==> src/rtl/fwd_hazard_unit_if.sv <==
// fwd_hazard_unit_if
// Bundles the ID-stage instruction fields presented to the forwarding/hazard
// unit with the forwarding selects, stall and stall counter it returns.
//   master : the pipeline side; drives the ID fields and observes the results
//   slave  : the forwarding/hazard unit itself
// Signals:
//   id_valid, id_rs, id_rt, id_dest, id_reg_write, id_mem_read  (master -> slave)
//   fwd_a_sel, fwd_b_sel, stall, stall_count                    (slave -> master)
interface fwd_hazard_unit_if #(
  parameter int CNT_W = 16
);
  logic             id_valid;
  logic [4:0]       id_rs;
  logic [4:0]       id_rt;
  logic [4:0]       id_dest;
  logic             id_reg_write;
  logic             id_mem_read;
  logic [1:0]       fwd_a_sel;
  logic [1:0]       fwd_b_sel;
  logic             stall;
  logic [CNT_W-1:0] stall_count;

  modport master (
    output id_valid, id_rs, id_rt, id_dest, id_reg_write, id_mem_read,
    input  fwd_a_sel, fwd_b_sel, stall, stall_count
  );

  modport slave (
    input  id_valid, id_rs, id_rt, id_dest, id_reg_write, id_mem_read,
    output fwd_a_sel, fwd_b_sel, stall, stall_count
  );
endinterface

==> src/rtl/fwd_hazard_unit.sv <==
// fwd_hazard_unit
// Operand-forwarding and load-use hazard unit for a 5-stage MIPS pipeline.
// Tracks the destination registers of the instructions in EX and MEM,
// registers a pair of ALU operand-mux selects as each instruction moves from
// ID to EX, stalls ID for one cycle on a load-use dependency and keeps a
// saturating count of stall cycles.
// Ports:
//   clk    : system clock, rising edge
//   reset  : asynchronous, active-high reset
//   bus    : fwd_hazard_unit_if.slave
//            in : id_valid, id_rs, id_rt, id_dest, id_reg_write, id_mem_read
//            out: fwd_a_sel / fwd_b_sel (00 regfile, 01 EX/MEM, 10 MEM/WB),
//                 stall (combinational), stall_count (saturating)
module fwd_hazard_unit #(
  parameter int CNT_W = 16
) (
  input logic               clk,
  input logic               reset,
  fwd_hazard_unit_if.slave  bus
);

  logic             ex_valid_q, ex_valid_d;
  logic [4:0]       ex_dest_q, ex_dest_d;
  logic             ex_wr_q, ex_wr_d;
  logic             ex_load_q, ex_load_d;
  logic             mem_valid_q, mem_valid_d;
  logic [4:0]       mem_dest_q, mem_dest_d;
  logic             mem_wr_q, mem_wr_d;
  logic [1:0]       a_sel_q, a_sel_d;
  logic [1:0]       b_sel_q, b_sel_d;
  logic [CNT_W-1:0] stall_count_q, stall_count_d;
  logic             stall;
  logic             advance;

  // Select for one source operand. The EX producer is checked first so the
  // youngest writer of a register wins; $0 is hardwired and never forwarded.
  function automatic logic [1:0] sel_for(
    input logic [4:0] src,
    input logic       exv,
    input logic       exw,
    input logic [4:0] exd,
    input logic       memv,
    input logic       memw,
    input logic [4:0] memd
  );
    logic [1:0] sel;
    sel = 2'b00;
    if (src != 5'd0) begin
      if (exv && exw && exd == src)
        sel = 2'b01;
      else if (memv && memw && memd == src)
        sel = 2'b10;
    end
    return sel;
  endfunction

  // Stall only when the load in EX really writes a register the ID
  // instruction reads. Built purely from state and ID inputs, so an
  // asynchronous reset clearing ex_valid drops it immediately.
  always_comb begin
    stall = bus.id_valid && ex_valid_q && ex_load_q && ex_wr_q &&
            (ex_dest_q != 5'd0) &&
            (ex_dest_q == bus.id_rs || ex_dest_q == bus.id_rt);
    advance = bus.id_valid && !stall;

    mem_valid_d = ex_valid_q;
    mem_dest_d  = ex_dest_q;
    mem_wr_d    = ex_wr_q;

    // A stalled or empty ID slot enters EX as a bubble.
    ex_valid_d = advance;
    ex_dest_d  = advance ? bus.id_dest : 5'd0;
    ex_wr_d    = advance && bus.id_reg_write;
    ex_load_d  = advance && bus.id_mem_read;

    // Selects are only meaningful for an advancing instruction; a bubble
    // needs no forwarding. Gating on advance also covers the stall case,
    // after which the load sits in MEM and resolves to 10.
    a_sel_d = 2'b00;
    b_sel_d = 2'b00;
    if (advance) begin
      a_sel_d = sel_for(bus.id_rs, ex_valid_q, ex_wr_q, ex_dest_q,
                        mem_valid_q, mem_wr_q, mem_dest_q);
      b_sel_d = sel_for(bus.id_rt, ex_valid_q, ex_wr_q, ex_dest_q,
                        mem_valid_q, mem_wr_q, mem_dest_q);
    end

    // Saturate at all-ones rather than wrap.
    stall_count_d = stall_count_q;
    if (stall && stall_count_q != {CNT_W{1'b1}})
      stall_count_d = stall_count_q + CNT_W'(1);
  end

  always_ff @(posedge clk or posedge reset) begin
    if (reset) begin
      ex_valid_q    <= 1'b0;
      ex_dest_q     <= 5'd0;
      ex_wr_q       <= 1'b0;
      ex_load_q     <= 1'b0;
      mem_valid_q   <= 1'b0;
      mem_dest_q    <= 5'd0;
      mem_wr_q      <= 1'b0;
      a_sel_q       <= 2'b00;
      b_sel_q       <= 2'b00;
      stall_count_q <= '0;
    end else begin
      ex_valid_q    <= ex_valid_d;
      ex_dest_q     <= ex_dest_d;
      ex_wr_q       <= ex_wr_d;
      ex_load_q     <= ex_load_d;
      mem_valid_q   <= mem_valid_d;
      mem_dest_q    <= mem_dest_d;
      mem_wr_q      <= mem_wr_d;
      a_sel_q       <= a_sel_d;
      b_sel_q       <= b_sel_d;
      stall_count_q <= stall_count_d;
    end
  end

  assign bus.fwd_a_sel   = a_sel_q;
  assign bus.fwd_b_sel   = b_sel_q;
  assign bus.stall       = stall;
  assign bus.stall_count = stall_count_q;

endmodule

==> src/flat_wrapper.sv <==
// flat-port wrapper written by rule: the top's interface ports become plain ports
module fwd_hazard_unit_flat 
#(
  parameter int CNT_W = 16
)
  (clk, reset, bus_id_valid, bus_id_rs, bus_id_rt, bus_id_dest, bus_id_reg_write, bus_id_mem_read, bus_fwd_a_sel, bus_fwd_b_sel, bus_stall, bus_stall_count);
  fwd_hazard_unit_if #(.CNT_W(CNT_W)) bus_i ();
  input logic clk;
  input logic reset;
  input wire logic [$bits(bus_i.id_valid)-1:0] bus_id_valid;
  input wire logic [$bits(bus_i.id_rs)-1:0] bus_id_rs;
  input wire logic [$bits(bus_i.id_rt)-1:0] bus_id_rt;
  input wire logic [$bits(bus_i.id_dest)-1:0] bus_id_dest;
  input wire logic [$bits(bus_i.id_reg_write)-1:0] bus_id_reg_write;
  input wire logic [$bits(bus_i.id_mem_read)-1:0] bus_id_mem_read;
  output wire logic [$bits(bus_i.fwd_a_sel)-1:0] bus_fwd_a_sel;
  output wire logic [$bits(bus_i.fwd_b_sel)-1:0] bus_fwd_b_sel;
  output wire logic [$bits(bus_i.stall)-1:0] bus_stall;
  output wire logic [$bits(bus_i.stall_count)-1:0] bus_stall_count;
  assign bus_i.id_valid = bus_id_valid;
  assign bus_i.id_rs = bus_id_rs;
  assign bus_i.id_rt = bus_id_rt;
  assign bus_i.id_dest = bus_id_dest;
  assign bus_i.id_reg_write = bus_id_reg_write;
  assign bus_i.id_mem_read = bus_id_mem_read;
  assign bus_fwd_a_sel = bus_i.fwd_a_sel;
  assign bus_fwd_b_sel = bus_i.fwd_b_sel;
  assign bus_stall = bus_i.stall;
  assign bus_stall_count = bus_i.stall_count;
  fwd_hazard_unit #(.CNT_W(CNT_W)) u_core (.clk(clk), .reset(reset), .bus(bus_i));
endmodule
==> config.mk <==
export PLATFORM = sky130hd
export DESIGN_NAME = fwd_hazard_unit_flat
export DESIGN_NICKNAME = d
export VERILOG_FILES = /design/src/rtl/fwd_hazard_unit_if.sv /design/src/rtl/fwd_hazard_unit.sv /design/src/flat_wrapper.sv
export SDC_FILE = /design/constraint.sdc
export NUM_CORES = 1
export LEC_CHECK = 0
export CORE_UTILIZATION = 48
export DETAILED_ROUTE_END_ITERATION = 6
export PLACE_DENSITY = 0.88
export SYNTH_ARGS = -nofsm -noshare
export SYNTH_HDL_FRONTEND = slang
export SYNTH_SLANG_ARGS = --single-unit
==> constraint.sdc <==
create_clock -name clk -period 2.8 [get_ports clk]
set_clock_uncertainty 0.1 [all_clocks]
set_input_delay 0.84 -clock clk [delete_from_list [all_inputs] [get_ports clk]]
set_output_delay 0.84 -clock clk [all_outputs]
set_load 0.01 [all_outputs]
==> flow_summary.toml <==
[outcome]
status = "finished clean"

[pwr]
power_density_nw_per_um2 = 385
power.total_mw = 0.903
ir_drop_mv = 0.382
p_comb_share_pct = 11.7
p_int_mw = 0.670
seqPwrFrac_pct = 58.8
leakage_nw = 1.05
clkPwrFrac_pct = 29.6
p_sw_share_pct = 25.8
p_sw_mw = 0.232

[sta]
relSlewSlack_pct = 70.0
period_share_pct = 97.4
rsz0062_at_grt = "no"
worstMarginPinSlew_ns = 0.446
layout_min_cycle_time_ns = 2.73
finalHoldViolCount = 0
drv_slew = 0
timing.final.ws_setup_ns = 0.0718
tns_ns = 0
fmax_mhz = 367
setup_violations = 0
holdWs_ns = 0.312

[cts]
htree_levels = 2
clock_sinks = 35
insertion_delay_ns = 0.34
cts_hold_buffers = 0
clk_path_buf_depth = 2
numCtsBuffers = 5
cts-root-buf = "clkbuf_4"
cts_tree = "done"
clk_transition_reported_paths_ns = 0.11

[floorplan]
rows = 20
die_h_um = 60.3
coreArea_um2 = 3150
start_util_pct = 51.8
die_x_um = 60.3
die_area_um2 = 3640
pin_count = 41

[yosys]
syn_area_um2 = 1630
synthDistinctLibCells = 27
avgSynthCellArea_um2 = 11.8
ys_seq_area_share_pct = 53.6
synth_seq_cells = 35
yosys_warnings = 0
netlist_instances = 139
synth_nets = 160

[global_routing]
antenna_found_initial = 0
grt_usage_pct = 24.7
grt_max_degree = 36
grt_first_pass_wirelength_um = 6420
grt_remaining_overflow = 0
grt_pass1_vias = 1405

[placed_design]
post-dp-hpwl_um = 2730
post-place-ws_ns = -0.654
gp_congestion = 0.913
dp.cells = 241
placed_area_um2 = 2220
port_buffers = 40

[layout]
drive_above_1_share_pct = 23.7
finalInstanceArea_um2 = 2340
area_growth_pct = 43.5
multi_input_area_um2 = 747
utilization_pct = 74.4
final-instance-count-excl-fill = 259
nets = 235
mostFrequentLayoutCell = "dfrtp_1"
seq_area_um2 = 876
insertedDiodeCount = 0
mostFrequentLayoutCells = "dfrtp_1 (35), buf_4 (29), clkdlybuf4s50_1 (28), xor2_1 (19), xnor2_1 (16)"
fillers = 219

[route]
drtIter0Drc = 83
ant_nets = 0
avgViaCountPerCell = 5.48
drc_errors = 0
finalWirelength_um = 3930
dr.pass1.iters = 4
via_count = 1419
wire_per_inst_um = 15.2

[hold_path]
hold_path_class = "reg2reg"
worstHoldStart = "u_core.ex_wr_q"

[run]
cap_violations = 0

[setup_path]
end_kind = "primary output"
cp.required_ns = 1.86
crit_arrival_ns = 1.79
reg2reg_from = "u_core.ex_dest_q[1]"
start_kind = "input port"
crit_start = "bus_id_rs[1]"
path_max_fanout = 2
crit_type = "in2out"
## power by group through the flow
stage               combinational, mW  sequential (mW)  clock, mW
finish                          0.105            0.530      0.267
global route                    0.115            0.532      0.295
CTS                             0.104            0.530      0.274
detailed placement              0.106            0.540          0
global placement                0.101            0.539          0
floorplan                      0.0491            0.537          0
## layout make-up
type / count / share of cell area [%]
flip-flops and latches: 35 / 37.4
multi-input cells: 101 / 31.9
repair buffers: 69 / 25.7
well taps: 44 / 2.35
clock buffers: 5 / 1.60
clock inverters: 3 / 0.854
inverters: 2 / 0.320
## worst max-delay path, cell delays in order
cell and delay [ns]:
clkdlybuf4s15_1 0.19, xor2_1 0.16, nor3_2 0.20, nand3_2 0.10, a21oi_2 0.15, buf_2 0.15
## registers in the layout, summed over array words and instances (netlist names)
register and flops:
u_core.bus.fwd_b_sel 2, u_core.mem_wr_q 1, u_core.mem_valid_q 1, u_core.bus.fwd_a_sel 2
u_core.ex_dest_q 5, u_core.ex_load_q 1, u_core.bus.stall_count 16, u_core.mem_dest_q 5
u_core.ex_valid_q 1, u_core.ex_wr_q 1
## synthesized netlist by cell type (all sizes together)
cell | count | share of area (%)
nand3 | 5 | 2.1
dfrtp | 35 | 54
a221oi | 1 | 1.6
and3 | 3 | 1.3
nand2 | 8 | 1.8
nor2b | 2 | 0.77
inv | 2 | 0.46
mux2 | 1 | 0.69
or4 | 2 | 0.92
o21ai | 2 | 0.61
and2 | 8 | 3.2
nor4 | 6 | 2.3
buf | 1 | 0.69
and4 | 1 | 0.54
nand4 | 10 | 3.8
xnor2 | 16 | 8.6
xor2 | 19 | 10
a21oi | 2 | 0.61
a211o | 1 | 0.54
ha | 1 | 0.77
nor2 | 3 | 0.69
o2111ai | 2 | 1.1
nor3 | 8 | 3.1
## worst paths after layout
| check | depth (start not counted) | slack [ns] | to |
|---|---|---|---|
| worst min-delay path | 0 | 0.31 | u_core.mem_wr_q |
| worst max-delay path | 6 | 0.07 | bus_stall |
| max in group asynchronous | 3 | 1.51 | u_core.bus.stall_count[11] |
| worst max register to register | 15 | 0.15 | u_core.bus.stall_count[13] |
| min in group asynchronous | 3 | 0.78 | u_core.bus.stall_count[0] |
| worst min register to register | 0 | 0.31 | u_core.mem_wr_q |
## kinds of logic after synthesis
logic type / synth area share, %
AOI/OAI and AO/OA: 4.44
muxes: 0.689
adders and majority gates: 0.766
and+or+nand+nor: 20.6
xor gates and xnor gates: 18.8
buffers and inverters: 1.15
DFF: 53.6
## what timing repair did
action | CTS | global route
gates resized for setup | 20 | 5
setup buffers | 10 | 0
pin swaps | 8 | 4
endpoints found under the setup margin | 1 | 1
cloned | 0 | 0
## routing by layer
metal	share of wire, %	vias up	global-route usage [%]	wire, um
li1	-	641	-	-
met1	42	685	31.5	1630
met2	48	73	39.1	1900
met3	6.3	20	6.61	248
met4	3.9	0	12.3	155
met5	0	-	0	0
Power figures use the tool's default switching activity.
